<file path="src/rtl/fpu_arb_pkg.sv">
// Shared types and constants for the fadd/fsub requester arbiter.
package fpu_arb_pkg;

    localparam int FW      = 32;
    localparam int IDW_MAX = 8;

    localparam logic OP_ADD = 1'b0;
    localparam logic OP_SUB = 1'b1;

    typedef struct packed {
        logic               valid;
        logic [IDW_MAX-1:0] id;
    } tag_t;

    typedef struct packed {
        logic [IDW_MAX-1:0] id;
        logic [FW-1:0]      y;
        logic               ovf;
    } entry_t;

    // Subtraction is an add with operand 2's sign bit inverted.
    function automatic logic [FW-1:0] flip_sign(input logic [FW-1:0] x, input logic op);
        return {x[FW-1] ^ (op != OP_ADD), x[FW-2:0]};
    endfunction

endpackage

</file>
<file path="src/rtl/fpu_arb_fifo.sv">
// In-order synchronous result FIFO with wrap-around pointers and a registered count.
module fpu_arb_fifo #(
    parameter int  DEPTH   = 4,
    parameter type entry_t = logic,
    parameter int  CW      = $clog2(DEPTH + 1)
) (
    input  logic          clk,
    input  logic          rstn,
    input  logic          push,
    input  entry_t        push_data,
    input  logic          pop,
    output entry_t        head,
    output logic [CW-1:0] count
);

    localparam int PW = (DEPTH > 1) ? $clog2(DEPTH) : 1;

    entry_t        mem [DEPTH];
    logic [PW-1:0] wr_ptr;
    logic [PW-1:0] rd_ptr;
    logic          pop_ok;

    function automatic logic [PW-1:0] next_ptr(input logic [PW-1:0] p);
        return (p == PW'(DEPTH - 1)) ? '0 : p + 1'b1;
    endfunction

    assign pop_ok = pop && (count != '0);
    assign head   = mem[rd_ptr];

    always_ff @(posedge clk) begin
        if (!rstn) begin
            wr_ptr <= '0;
            rd_ptr <= '0;
            count  <= '0;
            for (int i = 0; i < DEPTH; i++) mem[i] <= '0;
        end else begin
            if (push) begin
                mem[wr_ptr] <= push_data;
                wr_ptr      <= next_ptr(wr_ptr);
            end
            if (pop_ok) rd_ptr <= next_ptr(rd_ptr);
            if (push && !pop_ok)      count <= count + 1'b1;
            else if (!push && pop_ok) count <= count - 1'b1;
        end
    end

endmodule

</file>
<file path="src/rtl/fpu_addsub_arb.sv">
// Round-robin sharing of one fixed-latency FP add/sub unit with a credit-protected result FIFO.
// Optional statistics counters are built when FPU_ARB_STATS_EN is defined.
module fpu_addsub_arb
    import fpu_arb_pkg::*;
#(
    parameter int  NREQ  = 2,
    parameter int  LAT   = 2,
    parameter int  DEPTH = 4,
    localparam int IDW   = (NREQ > 1) ? $clog2(NREQ) : 1
) (
    input  logic             clk,
    input  logic             rstn,
    input  logic [NREQ-1:0]  req_valid,
    output logic [NREQ-1:0]  req_ready,
    input  logic [NREQ-1:0]  req_sub,
    input  logic [32*NREQ-1:0] req_x1,
    input  logic [32*NREQ-1:0] req_x2,
    output logic [31:0]      u_x1,
    output logic [31:0]      u_x2,
    input  logic [31:0]      u_y,
    input  logic             u_ovf,
    output logic             rsp_valid,
    input  logic             rsp_ready,
    output logic [IDW-1:0]   rsp_id,
    output logic [31:0]      rsp_y,
    output logic             rsp_ovf,
    output logic [31:0]      stat_issued,
    output logic [31:0]      stat_stall
);

    localparam int FCW = $clog2(DEPTH + 1);
    localparam int CW  = $clog2(LAT + DEPTH + 1);

    tag_t           tag_q [LAT];
    logic [IDW-1:0] ptr;
    logic [IDW-1:0] g;
    logic           grant;
    logic [FCW-1:0] occ;
    logic [CW-1:0]  inflight;
    logic           can_issue;
    logic           push;
    logic           pop;
    entry_t         push_data;
    entry_t         head;

    // Every op in flight already owns a FIFO slot, so the non-stallable pipe can always write back.
    always_comb begin
        inflight = '0;
        for (int i = 0; i < LAT; i++) inflight = inflight + CW'(tag_q[i].valid);
    end

    assign can_issue = (inflight + CW'(occ)) < CW'(DEPTH);

    always_comb begin
        grant = 1'b0;
        g     = '0;
        for (int k = 1; k <= NREQ; k++) begin
            if (!grant && can_issue && rstn && req_valid[(int'(ptr) + k) % NREQ]) begin
                grant = 1'b1;
                g     = IDW'((int'(ptr) + k) % NREQ);
            end
        end
    end

    assign req_ready = grant ? (NREQ'(1) << g) : '0;
    assign u_x1      = grant ? req_x1[int'(g)*FW +: FW] : '0;
    assign u_x2      = grant ? flip_sign(req_x2[int'(g)*FW +: FW], req_sub[g]) : '0;

    always_ff @(posedge clk) begin
        if (!rstn) begin
            ptr <= IDW'(NREQ - 1);
            for (int i = 0; i < LAT; i++) tag_q[i] <= '0;
        end else begin
            tag_q[0].valid <= grant;
            tag_q[0].id    <= IDW_MAX'(g);
            for (int i = 1; i < LAT; i++) tag_q[i] <= tag_q[i-1];
            if (grant) ptr <= g;
        end
    end

    assign push         = tag_q[LAT-1].valid;
    assign push_data.id = tag_q[LAT-1].id;
    assign push_data.y  = u_y;
    assign push_data.ovf = u_ovf;
    assign pop          = rsp_valid && rsp_ready;

    fpu_arb_fifo #(
        .DEPTH   (DEPTH),
        .entry_t (entry_t),
        .CW      (FCW)
    ) u_fifo (
        .clk       (clk),
        .rstn      (rstn),
        .push      (push),
        .push_data (push_data),
        .pop       (pop),
        .head      (head),
        .count     (occ)
    );

    assign rsp_valid = (occ != '0);
    assign rsp_id    = IDW'(head.id);
    assign rsp_y     = head.y;
    assign rsp_ovf   = head.ovf;

    assert property (@(posedge clk) disable iff (!rstn) push |-> (occ < FCW'(DEPTH)));

`ifdef FPU_ARB_STATS_EN
    always_ff @(posedge clk) begin
        if (!rstn) begin
            stat_issued <= '0;
            stat_stall  <= '0;
        end else begin
            if (grant)                      stat_issued <= stat_issued + 1'b1;
            if ((|req_valid) && !can_issue) stat_stall  <= stat_stall + 1'b1;
        end
    end
`else
    assign stat_issued = '0;
    assign stat_stall  = '0;
`endif

endmodule
</file>
<file path="config.mk">
export PLATFORM = sky130hd
export DESIGN_NAME = fpu_addsub_arb
export DESIGN_NICKNAME = d
export VERILOG_FILES = /design/src/rtl/fpu_arb_pkg.sv /design/src/rtl/fpu_arb_fifo.sv /design/src/rtl/fpu_addsub_arb.sv
export SDC_FILE = /design/constraint.sdc
export NUM_CORES = 1
export LEC_CHECK = 0
export CAP_MARGIN = 10
export CORE_MARGIN = 5
export CORE_UTILIZATION = 40
export CTS_CLUSTER_SIZE = 24
export DETAILED_ROUTE_END_ITERATION = 8
export PLACE_DENSITY = 0.84
export SETUP_SLACK_MARGIN = 0.5
export SYNTH_ARGS = -nofsm -noshare
export SYNTH_HDL_FRONTEND = slang
export SYNTH_SLANG_ARGS = --single-unit
</file>
<file path="constraint.sdc">
create_clock -name clk -period 2.1 [get_ports clk]
set_input_delay 0.42 -clock clk [delete_from_list [all_inputs] [get_ports clk]]
set_output_delay 0.42 -clock clk [all_outputs]
set_load 0.01 [all_outputs]
</file>
==> results of run 1 <==
-- what timing repair did --
action | in CTS | in global routing
pin swaps | 5 | 6
gates cloned | 5 | 4
resized for setup | 436 | 81
endpoints found under the setup margin | 341 | 174
buffers inserted | 25 | 27
-- power groups by stage --
stage	clock, mW	combinational, mW	sequential, mW
6_report	3.11	5.36	3.63
5_1_grt	3.27	5.64	3.65
4_1_cts	3.12	4.76	3.62
3_5_place_dp	0	4.05	3.67
3_3_place_gp	0	4.00	3.65
2_1_floorplan	0	2.16	3.64
-- through the flow --
step / setup WS (ns) / util / total power [mW] / cells
2_1_floorplan: 0.2445 / - / 5.800 / 750
3_3_place_gp: -0.7331 / 0.5922 / 7.654 / 1240
3_5_place_dp: -0.7323 / 0.5922 / 7.716 / 1240
4_1_cts: -0.5281 / 0.6495 / 11.50 / 1302
5_1_grt: -0.5629 / 0.6722 / 12.56 / 1335
6_report: -0.4870 / 0.6722 / 12.10 / 1335
-- flip-flops by register name, summed over array words and instances (netlist names), named ones only --
signal,cells
u_fifo.mem,136
tag_q,4
u_fifo.count,3
u_fifo.rd_ptr,2
u_fifo.wr_ptr,2
ptr,1
-- routing by layer --
| metal | share of wire | GRT usage | wire length, um |
|---|---|---|---|
| met5 | 0 | 0 | 0 |
| met4 | 0.045 | 0.09675 | 1334 |
| met3 | 0.077 | 0.06504 | 2271 |
| met2 | 0.54 | 0.4215 | 15860 |
| met1 | 0.34 | 0.2550 | 10040 |
-- worst reg2reg max path: stages, from the launching register on --
cell and delay, ns:
dfxtp_4 0.35, buf_4 0.13, buf_6 0.12, o31ai_4 0.18
ha_2 0.23, inv_2 0.04, fa_2 0.32, xor2_1 0.15
or3_1 0.31, a21boi_1 0.12
-- layout make-up --
class                   count  area [um^2]
fillers                  1382         6590
flip-flops and latches    150         4379
repair buffers            399         4334
multi-input cells         480         3846
clock buffers              17        425.4
well taps                 270        337.8
clock inverters            15        178.9
inverters                   2        7.507
diodes                      2        5.005
-- kinds of logic (layout without fill, tap and decap cells) --
group	Yosys count	count (layout)	synth area share
AO/OA/AOI/OAI	76	76	0.06251
XOR/XNOR	4	4	0.004322
adder cells (fa/ha/maj)	5	5	0.008644
buffers and inverters	120	433	0.09076
flip-flops	150	150	0.5384
multiplexers	38	38	0.09940
other	1	66	0.0004626
AND/OR/NAND/NOR	293	293	0.1956
-- cells in the final DEF, fill, tap and decap left out, drive strengths merged, types with 3 or more instances in the layout --
master,synthesis,routed
dfxtp,14,14
and3,35,35
clkdlybuf4s50,0,166
clkinvlp,0,6
a21oi,64,64
buf,90,208
mux2i,4,4
mux4,34,34
inv,2,4
nand3,64,64
a21boi,3,3
nand2b,4,4
clkinv,0,4
bufinv,0,3
ha,4,4
clkdlybuf4s15,0,5
clkbuf,28,35
nand2,67,67
nor2b,4,4
or3,3,3
conb,1,64
nor2,6,6
and2,105,105
edfxtp,136,136
-- path summary, 6_finish.rpt --
kind | start | to | slack, ns | cells past startpoint
min reg2reg | tag_q[0][0]$_SDFF_PN0_ | tag_q[0][9]$_SDFF_PN0_ | 0.43 | 1
min | tag_q[0][0]$_SDFF_PN0_ | tag_q[0][9]$_SDFF_PN0_ | 0.43 | 1
max | u_fifo.count[0]$_SDFFE_PN0P_ | u_x1[3] | -0.49 | 9
max reg2reg | u_fifo.count[0]$_SDFFE_PN0P_ | u_fifo.count[2]$_SDFFE_PN0P_ | 0.09 | 9
==> summary.txt, run 1 <==
GRT
  • Largest net degree at the start of global routing: 49
  • Grt ovf: 0
  • Overall Global Routing Usage: 0.2322
  • Initial antenna violation count: 2
  • Vias in the first global route: 7055
  • Global-route wire length before repair: 41540 um

CTS
  • H-tree level count: 4
  • TritonCTS clock tree: done
  • Clock transition at path regs: 0.06 ns
  • Hold-fix buffers, CTS: 0
  • Worst-Skew Late Latency: 0.42 ns
  • Total clock sinks: 150
  • Root Buffer: clkbuf_16
  • Deepest clock path buffer count: 2
  • CTS Buf Count: 17

Worst setup path
  • Setup crit end kind: primary output
  • Critical path arrival: 2.17 ns
  • Critical path launch point type: flip-flop
  • Worst path top cell family by delay: buffers and inverters
  • Critical Path RT: approximately 1.7 ns
  • Critical path's slowest cell: dfxtp_4
  • Critical path fanouts, max: 7
  • Buf/Inv on CP: 5
  • Most used cell, CP: buf_6
  • CP peak stage delay: 0.35 ns
  • CP cell instances: ha_4 > and3_4 > o221ai_4 > buf_12 > buf_16 > buf_6 > a21oi_4 > buf_6 > buf_6
  • Crit Path Category: reg2out

Power and ir drop
  • Internal: 8.445 mW
  • Switching share of power: 0.3021
  • Combinational Power Share: 0.443
  • Seq pwr share: 0.300
  • Clock power share: 0.257
  • Switch Pwr: 3.656 mW
  • VDD IR max: 0.4950 mV
  • Lkg Pwr: 5.370 nW
  • PwrDens: 895.4 mW/mm^2

Synthesis
  • Seq/Total Area, Yosys: 0.5384
  • Cell taking the most area after synthesis: edfxtp_1
  • #FFs+latches synth: 150
  • Post-Syn Instances: 687
  • Synth Area per Inst: between 10 and 15 um^2
  • Post-synthesis cell type count: 39
  • Area share of the largest cell type after synthesis: 0.5038
  • Most common cell in the netlist: edfxtp_1
  • Top_reg_cell synth: edfxtp_1
  • Yosys warnings: 0
  • Synth area leaders: edfxtp_1, mux4_2, and2_1
  • Async SR Flop Fraction: 0
  • Synth top cells by count: edfxtp_1, and2_1, nand2_1
  • Synthesized cell area: 0.008107 mm^2
  • Post-synth EDFFs: around 140

STA
  • Final Critical Period: around 2.6 ns
  • TNS Setup: -27.59 ns
  • Worst hold slack: around 0.43 ns
  • Fmax: roughly 390 MHz
  • Hold Vio Cnt, Final: 0
  • RSZ-0062 raised after global routing: yes
  • Slew @ Worst Pin: 0.5766 ns
  • Fin worst setup slack: -0.4870 ns
  • Final clock skew: 0.006238 ns
  • Final number of setup-violating endpoints: 99
  • Slew headroom: 0.6156
  • Final Slew Violations: 0
  • Crit share post-route: 1.232

Outcome
  • Status: finished, violations left
  • Failing checks: setup timing

Placed design
  • Post-DP HPWL: 19160 um
  • Final RePlAce weighted congestion: 0.9298
  • Placed inst area: 0.01191 mm^2
  • PortBufs: ~270

Route
  • Wirelength per Cell: 22.10 um
  • Vias/cell: 5.091
  • Pre-Repair DR Iteration Count: 5
  • Residual DRC: 0
  • Via count: 6796
  • Iteration-0 DRC Markers: 382
  • Remaining antenna violation count after routing: 0
  • Routed WL: 29510 um

Die
  • Die area: 0.02321 mm^2
  • Core ar.: 0.02010 mm^2
  • Die Ht: 152.4 um
  • Initial core utilization: 0.4032
  • Die X: 152.4 um
  • Rows: 52
  • Ports: 333

Final layout
  • Share of cells above drive strength 1: 0.3603
  • Final instance area: 0.01351 mm^2
  • Area delta synth->final: 66.71%
  • Nets@finish: 1223

Job
  • Max cap viols: 0

Hold path
  • HP Class: reg2reg
Power figures use the tool's default switching activity.
==> inputs of run 2 (changes only) <==
- ABC_AREA: default -> 1
- CORE_UTILIZATION: 40 -> 43
- PLACE_DENSITY: 0.84 -> 0.87
- clock period: 2.1 -> 2.8 ns (I/O delays scaled with it)
==> summary.txt, run 2 <==
GRT
  • Vias in the first global route: 7454 (+5.7%)
  • Initial antenna violation count: 3 (+1)
  • Global-route wire length before repair: 41920 um (+0.93%)
  • Overall Global Routing Usage: 0.2549 (+0.02266)
  • Largest net degree at the start of global routing: 45 (-8.2%)
  • Grt ovf: 0 (unchanged)

Final layout
  • Final instance area: 0.01216 mm^2 (-10%)
  • Area delta synth->final: 54.94%
  • Share of cells above drive strength 1: 0.2178 (-0.1425)
  • Most frequent cells in the layout: nor2_1, clkdlybuf4s50_1, edfxtp_1
  • Layout Utilization: 0.6769 (+0.004676)
  • Commonest non-fill, non-tap cell in the layout: nor2_1
  • Nets@finish: 1351 (+10%)
  • Biggest register: u_fifo.mem
  • Max FFs per register: 136 (unchanged)
  • Filler cell count: 1327 (-4.0%)
  • Top Registers: u_fifo.mem (136), tag_q (4), u_fifo.count (3)

Hold path
  • Hold depth: 2 (+1)
  • HP Class: reg2reg

Worst setup path
  • Setup crit end kind: primary output
  • R2r worst-path depth: 3 (-6)
  • Critical Path RT: 2.24 ns (+0.56 ns)
  • Cell count along the critical path: 12 (+3)
  • Critical path arrival: 2.15 ns (-0.02 ns)
  • Critical path fanouts, max: 11 (+4)
  • Critical path's slowest cell: dfxtp_2
  • Most used cell, CP: nand2_4
  • Critical path launch point type: flip-flop
  • Worst path top cell family by delay: simple AND/OR/NAND/NOR gates
  • CP peak stage delay: 0.33 ns (-0.02 ns)
  • CP cell instances: ha_4 > nand2_4 > nand2_4 > nand3_4 > nand2_4 > nor2_4 > buf_12 > buf_12 > buf_16 > nand4_1 > nand2_1 > buf_2
  • Buf/Inv on CP: 4 (-1)
  • Crit Path Category: reg2out

Power and ir drop
  • PwrDens: 732.9 mW/mm^2 (-18%)
  • Power Total: 8.911 mW (-26%)
  • Lkg Pwr: 5.435 nW (+1.2%)
  • VDD IR max: 0.6100 mV (+23%)

STA
  • RSZ-0062 raised after global routing: yes
  • Final clock skew: 0.008109 ns (+0.001872 ns)
  • TNS Setup: 0 ns (+27.59 ns)
  • Fmax: 369.4 MHz
  • Final Critical Period: around 2.7 ns
  • Final number of setup-violating endpoints: 0 (-100%)
  • Final Slew Violations: 0 (unchanged)
  • Crit share post-route: 0.9668
  • Hold Vio Cnt, Final: 0 (unchanged)
  • Slew headroom: 0.3322 (-0.2834)
  • Slew @ Worst Pin: 1.002 ns (+0.4251 ns)

Synthesis
  • Xor/xnor share of the synthesized area: 0.002232 (-0.002090)
  • Most common cell in the netlist: nor2_1
  • Seq/Total Area, Yosys: 0.5561 (+0.01777)
  • Adder and majority cell fraction of the synthesized area: 0.008929 (+0.0002853)
  • Top_reg_cell synth: edfxtp_1
  • Synth Area per Inst: 8.897 um^2 (-25%)
  • Post-synthesis cell type count: 27 (-31%)
  • Mux contribution to synthesized area: 0 (-0.09940)
  • #FFs+latches synth: 150 (unchanged)
  • Compound-Gate Fraction of Synth Area: 0.08211 (+0.01960)
  • Area share of the largest cell type after synthesis: 0.5204 (+0.01663)
  • Post-Synth Simple-Gate Area: 0.2266 (+0.03101)
  • Post-Syn Instances: 882 (+28%)
  • Async SR Flop Fraction: 0 (unchanged)
  • Yosys warnings: 0 (unchanged)
  • Post-synth EDFFs: 136 (unchanged)
  • Synth top cells by count: nor2_1, nand2_1, edfxtp_1
  • Largest family of logic cells by synthesized area: simple AND/OR/NAND/NOR gates
  • Cell taking the most area after synthesis: edfxtp_1
  • Synth area leaders: edfxtp_1, nor2_1, nand2_1
  • Synthesized cell area: 0.007848 mm^2 (-3.2%)

CTS
  • Root Buffer: clkbuf_16
  • Worst-Skew Late Latency: 0.42 ns (about the same)
  • CTS Buf Count: 17 (unchanged)
  • Clock transition at path regs: 0.06 ns (about the same)
  • H-tree level count: 4 (unchanged)
  • Deepest clock path buffer count: 2 (unchanged)
  • Total clock sinks: 150 (unchanged)
  • TritonCTS clock tree: done

Route
  • Pre-Repair DR Iteration Count: 5 (unchanged)
  • Vias/cell: 5.212 (+2.4%)
  • Via count: 7406 (+9.0%)
  • Iteration-0 DRC Markers: 595 (+56%)
  • Wirelength per Cell: 20.58 um (-6.9%)
  • Remaining antenna violation count after routing: 0 (unchanged)
  • Routed WL: 29250 um (-0.89%)
  • Residual DRC: 0 (unchanged)

Job
  • Max cap viols: 0 (unchanged)

Placed design
  • Final RePlAce weighted congestion: 0.9129 (-1.8%)
  • Post-DP HPWL: 19360 um (+1.1%)
  • Placed inst area: 0.01072 mm^2 (-10%)
  • PortBufs: 268 (unchanged)

Die
  • Die area: 0.02105 mm^2 (-9.3%)
  • Rows: 49 (-5.8%)
  • Initial core utilization: 0.4369 (+0.03364)
  • Die X: 145.1 um (-4.8%)
  • Ports: 333 (unchanged)
  • Core ar.: 0.01796 mm^2 (-11%)
  • Die Ht: 145.1 um (-4.8%)

Outcome
  • Status: completed
-- run 2: cell types whose count changed in the layout (fill, tap and decap cells not counted), sizes merged, moves of 35 or more --
cell and delta:
inv +49, and3 -35, a21oi -59, buf -76
nor2 +204, nand2 +79, nand4 +65, nand3 -60
and2 -105, o21ai +74
-- run 2: path summary, 6_finish.rpt --
kind	startpoint	end	slack (ns)
worst min-delay path	tag_q[0][0]$_SDFF_PN0_	tag_q[0][9]$_SDFF_PN0_	0.42
worst min register to register	tag_q[0][0]$_SDFF_PN0_	tag_q[0][9]$_SDFF_PN0_	0.42
worst max-delay path	tag_q[0][8]$_SDFF_PN0_	u_x1[18]	0.09
worst max register to register	tag_q[0][17]$_SDFF_PN0_	u_fifo.mem[3][33]$_DFFE_PP_	0.74
-- run 2: where the power goes --
group | total [mW] | leakage [nW] | switching [mW] | internal, mW
Clock | 2.12 | 0.263 | 0.834 | 1.29
Combinational | 4.05 | 3.65 | 2.13 | 1.92
Sequential | 2.74 | 1.52 | 0.107 | 2.63
Total | 8.91 | 5.43 | 3.07 | 5.84
-- run 2: stage by stage --
step           setup WS (ns)  hold WS [ns]  instances
2_1_floorplan         0.6590        0.3905        945
3_3_place_gp         -0.3000        0.4101       1350
3_5_place_dp         -0.3073        0.4040       1350
4_1_cts              0.05514        0.4174       1403
5_1_grt             0.008857        0.4395       1421
6_report             0.09282        0.4173       1421
-- run 2: kinds of logic (layout without fill, tap and decap cells) --
| logic type | count (synthesis) | after routing |
|---|---|---|
| AOI/OAI and AO/OA | 118 | 118 |
| xor gates and xnor gates | 2 | 2 |
| and+or+nand+nor | 426 | 426 |
| buffers and inverters | 180 | 424 |
| DFF | 150 | 150 |
| adders and majority gates | 5 | 5 |
| other | 1 | 67 |
-- run 2: worst reg2reg max path, delay by kind of cell (launching register included) --
| kind | cells | cell delay [ns] |
|---|---|---|
| flops | 1 | 0.48 |
| compound gates | 1 | 0.86 |
| buf+inv | 2 | 0.41 |
-- run 2: repair_timing --
item                       CTS  global route
gates cloned                10             5
setup endpoints to repair  100            90
pin swaps                   24            28
buffers inserted            13            10
resized for setup          349           159
hold buffers                 0             0
-- run 2: layer usage --
metal / track usage / part of all wire / vias up
li1: - / - / 3453
met1: 0.2733 / 0.34 / 3512
met2: 0.4813 / 0.55 / 381
met3: 0.06205 / 0.076 / 60
met4: 0.09515 / 0.036 / 0
met5: 0 / 0 / -
-- run 2: final cells by class --
type	count	area, um^2	area share
antenna	3	7.507	0.0006174
clock buffer	19	432.9	0.03560
clock inverter	11	111.4	0.009158
inverter	53	209.0	0.01718
multi-input combinational	615	3058	0.2515
sequential	150	4374	0.3597
tap	229	286.5	0.02356
timing repair buffer	341	3680	0.3026
==> inputs of run 3 (changes only) <==
- ABC_AREA: 1 -> default
- CAP_MARGIN: 10 -> default
- CORE_UTILIZATION: 43 -> 44
- PLACE_DENSITY: 0.87 -> 0.88
==> summary.txt, run 3 (same netlist as run 1, synthesis figures left out) <==
Outcome
  • Status: completed

Placed design
  • PortBufs: 268 (unchanged)
  • Final RePlAce weighted congestion: 0.9366 (+2.6%)
  • Post-DP HPWL: 18310 um (-5.4%)
  • Placed cell count: 1171 (-13%)

GRT
  • Overall Global Routing Usage: 0.2625 (+0.007574)
  • Initial antenna violation count: 0 (-3)
  • Global-route wire length before repair: 42730 um (+1.9%)
  • Largest net degree at the start of global routing: 40 (-11%)
  • Vias in the first global route: 7248 (-2.8%)
  • Grt ovf: 0 (unchanged)

CTS
  • Clock transition at path regs: 0.06 ns (about the same)
  • TritonCTS clock tree: done
  • Hold-fix buffers, CTS: 0 (unchanged)
  • Root Buffer: clkbuf_16
  • CTS Buf Count: 17 (unchanged)
  • Worst-Skew Late Latency: 0.42 ns (about the same)
  • Total clock sinks: 150 (unchanged)
  • Deepest clock path buffer count: 2 (unchanged)
  • H-tree level count: 4 (unchanged)

Route
  • Pre-Repair DR Iteration Count: 5 (unchanged)
  • Residual DRC: 0 (unchanged)
  • Iteration-0 DRC Markers: 396 (-33%)
  • Routed WL: 29030 um (-0.74%)
  • Wirelength per Cell: 23.21 um (+13%)
  • Remaining antenna violation count after routing: 0 (unchanged)
  • Via count: 6720 (-9.3%)
  • Vias/cell: 5.372 (+3.1%)

Worst setup path
  • Critical path arrival: 2.09 ns (-0.06 ns)
  • Critical path fanouts, max: 9 (-2)
  • R2r worst-path depth: 8 (+5)
  • Crit Path Category: reg2out
  • FF-to-FF setup slack: 0.42 ns (-0.32 ns)
  • Worst R2R Start: u_fifo.count[0]$_SDFFE_PN0P_
  • Critical path launch point type: flip-flop
  • Critical R2R Capture: u_fifo.count[2]$_SDFFE_PN0P_
  • Setup crit end kind: primary output
  • Critical Path RT: 2.24 ns (about the same)

STA
  • Hold Vio Cnt, Final: 0 (unchanged)
  • Final Slew Violations: 0 (unchanged)
  • RSZ-0062 raised after global routing: yes
  • Final clock skew: 0.007718 ns (-0.0003915 ns)
  • Worst hold slack: 0.4420 ns (+0.02473 ns)
  • Final number of setup-violating endpoints: 0 (unchanged)
  • Final Critical Period: 2.650 ns (-0.05768 ns)
  • Fmax: 377.4 MHz (+2.2%)
  • Crit share post-route: 0.9463 (-0.02060)
  • Slew headroom: 0.6583 (+0.3260)
  • Slew @ Worst Pin: 0.5083 ns (-0.4934 ns)

Hold path
  • HP Start: tag_q[0][0]$_SDFF_PN0_
  • HP Class: reg2reg
  • Hold endpoint: tag_q[0][9]$_SDFF_PN0_
  • Hold depth: 1 (-1)

Final layout
  • Filler cell count: 1231 (-7.2%)
  • Most frequent cells in the layout: clkdlybuf4s50_1, edfxtp_1, and2_1
  • Biggest register: u_fifo.mem
  • Layout Cells excl Fill: 1251 (-12%)
  • Nets@finish: 1183 (-12%)
  • ANT cells: 0 (-3)
  • Commonest non-fill, non-tap cell in the layout: clkdlybuf4s50_1
  • Area delta synth->final: 55.12%
  • Max FFs per register: 136 (unchanged)
  • Share of cells above drive strength 1: 0.3209 (+0.1031)
  • FF+latch area: 0.004375 mm^2 (about the same)
  • Top Registers: u_fifo.mem (136), tag_q (4), u_fifo.count (3)
  • Multi-input gate area: 0.003523 mm^2 (+15%)

Die
  • Die Ht: 145.7 um (+0.44%)
  • Ports: 333 (unchanged)
  • Rows: 49 (unchanged)
  • Die X: 145.7 um (+0.44%)
  • Initial core utilization: 0.4497 (+0.01288)
  • Die area: 0.02124 mm^2 (+0.89%)
  • Core ar.: 0.01802 mm^2 (+0.34%)

Power and ir drop
  • VDD IR max: 0.7166 mV (+17%)
  • PwrDens: 674.5 mW/mm^2 (-8.0%)
  • Power Total: 8.482 mW (-4.8%)
  • Lkg Pwr: 5.189 nW (-4.5%)

Job
  • Max cap viols: 0 (unchanged)
-- run 3: cell count changes in the layout (fill, tap and decap cells not counted), sizes merged, moves of 49 or more --
| cell | change |
|---|---|
| o21ai | -74 |
| a21oi | +59 |
| nand4 | -65 |
| nor2 | -204 |
| nand3 | +60 |
| and2 | +105 |
| inv | -49 |
| nand2 | -79 |
-- run 3: area by class of cell --
| type | instances | area share |
|---|---|---|
| tap | 229 | 0.02279 |
| timing repair buffer | 359 | 0.3019 |
| clock buffer | 18 | 0.03413 |
| multi-input combinational | 480 | 0.2802 |
| inverter | 2 | 0.0005970 |
| clock inverter | 13 | 0.01244 |
| sequential | 150 | 0.3480 |
-- run 3: where the power goes --
group          leakage [nW]  switching [mW]  total (mW)  internal, mW
Clock                 0.276           0.897        2.29          1.39
Sequential             1.52           0.119        2.74          2.62
Combinational          3.39            1.51        3.45          1.94
-- run 3: repair_timing --
| item | CTS | global route |
|---|---|---|
| gates cloned | 14 | 1 |
| pin swaps | 5 | 0 |
| setup buffers | 28 | 6 |
| endpoints found under the setup margin | 101 | 102 |
| gates resized for setup | 449 | 62 |
-- run 3: worst max-delay path by stage --
| stage | start | to | depth (start not counted) |
|---|---|---|---|
| 2_1_floorplan | rstn | u_fifo.mem[1][0]$_SDFFCE_PN0P_ | 3 |
| 3_3_place_gp | req_valid[0] | u_x1[31] | 7 |
| 3_5_place_dp | req_valid[0] | u_x1[31] | 7 |
| 4_1_cts | u_fifo.count[0]$_SDFFE_PN0P_ | u_x2[31] | 7 |
| 5_1_grt | u_fifo.count[0]$_SDFFE_PN0P_ | u_x1[1] | 8 |
| 6_report | u_fifo.count[0]$_SDFFE_PN0P_ | u_x1[0] | 8 |
-- run 3: critical path, cell delays in order (launching register included) --
cell,delay (ns)
dfxtp_2,0.34
ha_4,0.27
and3_4,0.20
o221ai_4,0.11
buf_12,0.18
buf_8,0.14
buf_16,0.14
a21oi_4,0.16
buf_6,0.13
-- run 3: per-layer routing --
metal  track usage  vias up  share of wire
li1              -     2991              -
met1        0.2743     3303           0.33
met2        0.4931      369           0.55
met3       0.08004       57          0.087
met4       0.09375        0          0.037
met5             0        -              0
-- run 3: per-stage QoR --
stage | util | cell area (um^2) | worst slack [ns] | setup TNS (ns)
after floorplan | - | 8343 | 0.5099 | 0
after global placement | 0.6157 | 11100 | -0.4713 | -12.10
after detailed placement | 0.6157 | 11100 | -0.4399 | -13.33
after CTS | 0.6872 | 12390 | 0.1526 | 0
after global routing | 0.6976 | 12570 | 0.08071 | 0
final | 0.6976 | 12570 | 0.1505 | 0
